[src/rtl/brisc_pkg.sv]
// Shared helpers and mode encodings for the arbitrated output-register merge.
package brisc_pkg;

   localparam logic MODE_RR    = 1'b0;
   localparam logic MODE_FIXED = 1'b1;

   function automatic int unsigned CLOG2(input int unsigned n);
      int unsigned r;
      r = 0;
      while ((64'd1 << r) < 64'(n)) r++;
      return r;
   endfunction

endpackage

[src/rtl/rr_pick.sv]
// Combinational round-robin / fixed-priority picker with one-hot and encoded grant.
module rr_pick
   import brisc_pkg::*;
#(
   parameter int unsigned NCH = 4
) (
   input  logic [NCH-1:0]          req,
   input  logic [CLOG2(NCH)-1:0]   ptr,
   input  logic                    fixed,
   output logic [NCH-1:0]          gnt,
   output logic [CLOG2(NCH)-1:0]   idx,
   output logic                    any
);

   localparam int unsigned CW = CLOG2(NCH);

   logic [CW-1:0] start;
   logic [CW:0]   pos;
   logic [CW-1:0] sel;

   // Scan NCH slots from the start point, wrapping at NCH rather than 2^CW.
   always_comb begin
      gnt   = '0;
      idx   = '0;
      any   = 1'b0;
      pos   = '0;
      sel   = '0;
      start = (fixed == MODE_FIXED) ? '0 : ptr;
      for (int unsigned k = 0; k < NCH; k++) begin
         pos = {1'b0, start} + (CW+1)'(k);
         if (pos >= (CW+1)'(NCH)) pos = pos - (CW+1)'(NCH);
         sel = pos[CW-1:0];
         if (!any && req[sel]) begin
            any      = 1'b1;
            gnt[sel] = 1'b1;
            idx      = sel;
         end
      end
   end

endmodule

[src/rtl/mux_arb_reg.sv]
// N:1 arbitrated merge into a registered, back-pressurable valid/ready output stage.
module mux_arb_reg
   import brisc_pkg::*;
#(
   parameter int unsigned DW  = 32,
   parameter int unsigned NCH = 4
) (
   input  logic                    clk,
   input  logic                    rst_n,
   input  logic                    mode_fixed,
   input  logic [NCH-1:0]          in_valid,
   input  logic [NCH*DW-1:0]       in_data,
   output logic [NCH-1:0]          in_ready,
   output logic                    out_valid,
   output logic [DW-1:0]           out_data,
   output logic [CLOG2(NCH)-1:0]   out_chan,
   input  logic                    out_ready
);

   localparam int unsigned CW = CLOG2(NCH);

   logic [CW-1:0]  ptr;
   logic [NCH-1:0] gnt;
   logic [CW-1:0]  idx;
   logic           any;
   logic           load_en;
   logic [DW-1:0]  mux_data;

   rr_pick #(.NCH(NCH)) u_pick (
      .req   (in_valid),
      .ptr   (ptr),
      .fixed (mode_fixed),
      .gnt   (gnt),
      .idx   (idx),
      .any   (any)
   );

   // Output register is free when empty or draining this cycle.
   assign load_en  = !out_valid | out_ready;
   assign in_ready = gnt & {NCH{load_en}};

   always_comb begin
      mux_data = '0;
      for (int unsigned i = 0; i < NCH; i++) begin
         mux_data = mux_data | (in_data[i*DW +: DW] & {DW{gnt[i]}});
      end
   end

   // Pointer advances past every winner, in both modes.
   always_ff @(posedge clk or negedge rst_n) begin
      if (!rst_n) begin
         out_valid <= 1'b0;
         out_data  <= '0;
         out_chan  <= '0;
         ptr       <= '0;
      end else if (load_en) begin
         if (any) begin
            out_valid <= 1'b1;
            out_data  <= mux_data;
            out_chan  <= idx;
            ptr       <= (idx == CW'(NCH-1)) ? '0 : idx + CW'(1);
         end else begin
            out_valid <= 1'b0;
         end
      end
   end

endmodule

[config.mk]
export PLATFORM = sky130hd
export DESIGN_NAME = mux_arb_reg
export DESIGN_NICKNAME = d
export VERILOG_FILES = /design/src/rtl/brisc_pkg.sv /design/src/rtl/rr_pick.sv /design/src/rtl/mux_arb_reg.sv
export SDC_FILE = /design/constraint.sdc
export NUM_CORES = 1
export LEC_CHECK = 0
export BUFFER_PORTS_ARGS = -buffer_cell sky130_fd_sc_hd__buf_2
export CAP_MARGIN = 30
export CELL_PAD_IN_SITES_DETAIL_PLACEMENT = 1
export CELL_PAD_IN_SITES_GLOBAL_PLACEMENT = 1
export CORE_UTILIZATION = 29
export DETAILED_ROUTE_END_ITERATION = 12
export PLACE_DENSITY_LB_ADDON = 0.15
export SLEW_MARGIN = 20
export SYNTH_ARGS = -nofsm -noshare
export SYNTH_HDL_FRONTEND = slang
export SYNTH_HIERARCHICAL = 1
export SYNTH_SLANG_ARGS = --single-unit
[constraint.sdc]
create_clock -name clk -period 4.8 [get_ports clk]
set_input_delay 1.44 -clock clk [delete_from_list [all_inputs] [get_ports clk]]
set_output_delay 1.44 -clock clk [all_outputs]
set_load 0.005 [all_outputs]
# [After elaboration in Yosys (flattened, before gate mapping)]
# Cells that the tools add are included.
[word_totals] reg_bits=37 elab_cells=84 in_bits=136 out_inout_bits=39
[classes] bitwise=12 add_sub_neg=8 n_mux=35 magnitude_cmp=12 n_reduce_logical=12 eq_ne=1
[ops] cell="32-bit bitwise AND" n=4
[ops] cell="32-bit OR" n=3
[ops] cell="2-bit two-way mux" n=10
[ops] cell="4-bit two-way mux" n=4
[ops] cell="1-bit two-way mux" n=13
[ops] cell="2-bit by 3-bit less-than comparator with 1-bit output (second input constant)" n=4
[ops] cell="4-bit OR" n=3
[ops] cell="3-bit greater-or-equal comparator (second input constant)" n=3
[ops] cell="1-bit binary-select mux with 2-bit select" n=4
[ops] cell="1-bit demux with 2-bit select" n=4
[ops] cell="2-bit by 1-bit greater-or-equal comparator with 1-bit output (second input constant)" n=4
[ops] cell="2-bit by 1-bit subtractor with 2-bit output (second input constant)" n=4
[ops] cell="1-bit logical AND" n=7
[ops] cell="2-bit by 2-bit adder with 3-bit output (second input constant)" n=2
[ops] cell="4-bit bitwise AND" n=1
[ops] cell="1-bit zero test" n=4
[ops] cell="2-bit by 1-bit adder with 3-bit output (second input constant)" n=1
[ops] cell="2-bit by 3-bit greater-or-equal comparator with 1-bit output (second input constant)" n=1
[ops] cell="2-bit by 1-bit adder with 2-bit output (second input constant)" n=1
[ops] cell="2-bit == test (second input constant)" n=1
[ops] cell="2-bit AND reduction" n=1
[ops] cell="1-bit OR" n=1

# [Logic depth before layout (Yosys ltp)]
[logic_depth] ltp_word=19 mapped_depth=10 mapped_depth_nobuf=8

# [Hierarchy]
# Netlist, hierarchy kept.
[modules_own_cells] mod="mux_arb_reg" area_each_um2=2060.7 instances=1 cells_per_inst=206 seq_area_each_um2=925.9
[modules_own_cells] mod="rr_pick" area_each_um2=480.5 instances=1 cells_per_inst=70 seq_area_each_um2=0.0

# [Worst setup path after synthesis]
# OpenSTA, ideal clock, no wires.
[synth_timing] path_type="input -> output" start="input port in_valid[3]" end="output port in_ready[1]" setup_slack_ns=0.154 n_path_buf=3 stages=9 t_required_ns=3.360 t_arrival_ns=3.206 path_cell_list="buf_4 > mux2_4 > a221oi_4 > o21ai_2 > or3_1 > a31oi_1 > buf_2 > buf_2 > and2_1"
[synth_via] elab_chain_len=13 word_cells_on_any_way=25 classes_between="mux: 15; bitwise: 4; reduce/logical: 6"
[synth_lines] item="start, declared" line_no="mux_arb_reg.sv:11" text="input logic [NCH-1:0] in_valid,"
[synth_lines] item="1-bit binary-select mux with 2-bit select" line_no="rr_pick.sv:33" text="if (!any && req[sel]) begin"
[synth_lines] item="1-bit two-way mux (not written as such)" line_no="rr_pick.sv:33"
[synth_lines] item="1-bit two-way mux" line_no="rr_pick.sv:33"
[synth_lines] item="1-bit zero test" line_no="rr_pick.sv:33"
[synth_lines] item="1-bit logical AND" line_no="rr_pick.sv:33"
[synth_lines] item="1-bit two-way mux" line_no="rr_pick.sv:33"
[synth_lines] item="1-bit zero test" line_no="rr_pick.sv:33"
[synth_lines] item="1-bit logical AND" line_no="rr_pick.sv:33"
[synth_lines] item="1-bit two-way mux" line_no="rr_pick.sv:33"
[synth_lines] item="1-bit zero test" line_no="rr_pick.sv:33"
[synth_lines] item="1-bit logical AND" line_no="rr_pick.sv:33"
[synth_lines] item="4-bit two-way mux (*)" line_no="rr_pick.sv:33"
[synth_lines] item="named net gnt[1]" line_no="mux_arb_reg.sv:23" text="logic [NCH-1:0] gnt;"
[synth_lines] item="4-bit bitwise AND (*)" line_no="mux_arb_reg.sv:40" text="assign in_ready = gnt & {NCH{load_en}};"
[synth_lines] item="end, declared" line_no="mux_arb_reg.sv:13" text="output logic [NCH-1:0] in_ready,"
# Mark *: on every way through the listed nets, which the timed path passes. The rest lies on a longest branch. The select of a mux whose other input is x is not followed.

# [Worst setup path in the final report]
[layout_timing] start="input port mode_fixed" end="output port in_ready[1]"
[layout_via] elab_chain_len=16 word_cells_on_any_way=61 classes_between="add/sub: 7; order compare: 12; mux: 28; bitwise: 4; reduce/logical: 10"
[layout_lines] item="start, declared" line_no="mux_arb_reg.sv:10" text="input logic mode_fixed,"
[layout_lines] item="2-bit two-way mux (*)" line_no="rr_pick.sv:28" text="start = (fixed == MODE_FIXED) ? '0 : ptr;"
[layout_lines] item="branches (longest 13 deep; another with 2-bit by 1-bit adder with 3-bit output)"
[layout_lines] item="4-bit two-way mux (*)" line_no="rr_pick.sv:33"
[layout_lines] item="named net gnt[1]" line_no="mux_arb_reg.sv:23"
[layout_lines] item="4-bit bitwise AND (*)" line_no="mux_arb_reg.sv:40"
# Mark *: on every way through the listed nets, which the timed path passes. The select of a mux whose other input is x is not followed.

==> metrics.txt <==
dpl hpwl 7.28 mm; Synth area leader dfrtp_1; peak supply drop 0.000289 V; Synth top cells by count 65 x a22oi_1, 37 x dfrtp_1, 35 x a21oi_1; WS Path Type input pin to primary output; initial core utilization 30.5%; vias per cell 5.49; CP Max Fanout 14; Iter 0 DRT Violations 96; Top FF cell, synth dfrtp_1; Max-Cap Viols 0; CTS sink cnt 37; R2R Path Start ptr[1]; Hold Path Sink out_chan[0]; Synth async-reset ratio 100%; Final Max Tran Viols 0; global routing's busiest layer met2; Ports 175; EDFF count, synth 0; P_int 1.04 mW; Clock Power Share 16.5%; Hold Crit Depth 1; Synth Area per Inst 9.21 um^2; clock latency on the worst-skew pair 0.30 ns; status completed; clock buffer depth 2; Die W 95.6 um; Crit path top cell by count buf_2; sequential power share 31.3%; CP max stage delay 0.36 ns; final setup fails 0; GRT met2 Usage 38.0%; mapped cell area 2540 um^2; R2R Setup Slk 1.70 ns; clk_skew 0.0154 ns; hold path startpoint out_chan[0]; Switching Share 41.1%; first-pass GRT wire length 15.1 mm; Psw 726 uW; Worst-path clk slew 0.09 ns; power per standard cell area 487 nW/um^2; Synth area leaders dfrtp_1 36%, a22oi_1 19%, a31oi_1 8.1%; max frequency 0.218 GHz; DRC 0; CTS tree built; num rows 33; Syn Nets 413; Num CTS Buffers 5; total number of vias 2973; slew margin rel. 51.4%; hold_buf cts 0; DRT Pass-1 Iters 4; CP Capture Type primary output; share of the synthesized area in the top cell type 36.4%; post-CTS resize count 0; CP Buf/Inv Count 2; pin count of the biggest net entering global routing 39; Layout area overhead 42.7%; P_leak 1.66 nW; chip height 95.6 um; Post-Route Setup TNS 0 ns; DR WL/cell 18.7 um; r2r endpoint ptr[0]; Seq/Total Area, Yosys 36.4%; GRT Overall Usage 21.8%; GRT overflow 0; Cell Chain, Critical Path buf_2 > o21bai_1 > a221oi_4 > o21ai_2 > or3_1 > a31oi_4 > and2_1 > buf_2; GRT met1 Usage 27.8%; Final #Nets 573; met3 usage 4.07%; die area 9140 um^2; drt total wl 10.1 mm; Data arrival, critical path 3.15 ns; CTS H-tree lvls 2; Worst Path Required 3.36 ns; core area 8340 um^2; Antenna Violating Nets Remaining 0; hold slack 0.514 ns; Synth warnings 6; Ant. Diodes 0; delay-heaviest family, CP compound AO/OA/AOI/OAI gates; worst min path class flip-flop to flip-flop; RePlAce Congestion 0.857; initial antenna violation count 0; post-route minimum period 4.59 ns; reg2reg path depth 7; CP max stage cell a221oi_4; PortBufs 174; combinational share of power 52.2%; RSZ-0062 raised after global routing no; Yosys reg bits 37; fin crit share 95.7%; Worst Tran Pin Value 0.728 ns; CTS Root Cell clkbuf_8; Distinct cells, synth 45; final hold violation count 0; layout cells sized above 1 48.7%; setup bufs post-CTS 0; CP Launch Type input pin; vias in the first global route 2842; post-synthesis cell count 276; most common cell in the netlist a22oi_1
-- power groups by stage --
stage               Sequential (mW)  Clock, mW  Combinational [mW]
finish                        0.553      0.291               0.923
global route                  0.576      0.309                1.02
global placement              0.555          0               0.926
floorplan                     0.542          0               0.556
CTS                           0.555      0.297               0.937
detailed placement            0.559          0               0.932
-- layer usage --
metal  vias to the layer above  share of wire [%]
li1                       1420                  -
met5                         -                  0
met4                         0               0.92
met1                      1435                 42
met2                       112                 50
met3                         6                7.1
-- layout by cell type, fill, tap and decap left out, types with 2 or more instances in the layout --
master    Yosys  routed
buf_2        22     174
nor2b_1       2       2
dfrtp_1      37      37
nand2b_1      2       2
nand2_1       9       9
or3_1         4       4
a21oi_1      35      35
or3b_1        2       2
a31oi_1      33      32
mux2_4        5       5
clkbuf_8      0       6
nand3_1       3       3
o21ai_2       1       2
mux2_2        2       2
o21ai_0       4       3
a221oi_1      2       2
nor2_1        5       5
buf_4         2      13
and2_1        4       4
o32ai_1       2       2
a22oi_1      65      65
-- per-stage QoR --
stage	area (um^2)	util [%]	power, mW	setup WS (ns)	instances
final	3630	43.5	1.77	0.206	542
after global placement	3490	41.9	1.48	0.257	533
after detailed placement	3490	41.9	1.49	0.209	533
after global routing	3630	43.5	1.90	0.102	542
after floorplan	2540	-	1.10	0.154	276
after CTS	3610	43.2	1.79	0.205	541
-- worst max-delay path by stage --
stage | startpoint | to | cells past startpoint
6_report | mode_fixed | in_ready[1] | 8
5_1_grt | mode_fixed | in_ready[1] | 8
4_1_cts | mode_fixed | in_ready[1] | 8
3_5_place_dp | mode_fixed | in_ready[1] | 8
3_3_place_gp | mode_fixed | in_ready[1] | 8
2_1_floorplan | in_valid[3] | in_ready[1] | 9
-- layout make-up --
| class | instances | area [um^2] |
|---|---|---|
| Clock buffer | 7 | 86.3 |
| Clock inverter | 1 | 30.0 |
| Fill cell | 1027 | 4710 |
| Inverter | 2 | 7.51 |
| Multi-Input combinational cell | 202 | 1460 |
| Sequential cell | 37 | 926 |
| Tap cell | 105 | 131 |
| Timing Repair Buffer | 188 | 988 |
-- registers in the layout (all words and copies together), names as in the netlist --
name       flops
out_valid      1
ptr            2
out_data      32
out_chan       2
-- logic make-up (layout without fill, tap and decap cells) --
kind of cell             count (synthesis)  after routing  share of synthesized area (%)
AO/OA/AOI/OAI                          154            154                           41.6
AND/OR/NAND/NOR                         39             39                           8.96
flip-flops                              37             37                           36.4
buffers and inverters                   37            198                           8.32
multiplexers                             7              7                           3.84
adder cells (fa/ha/maj)                  1              1                          0.492
XOR/XNOR                                 1              1                          0.345
Note: power is estimated with default switching activity, not from simulation.
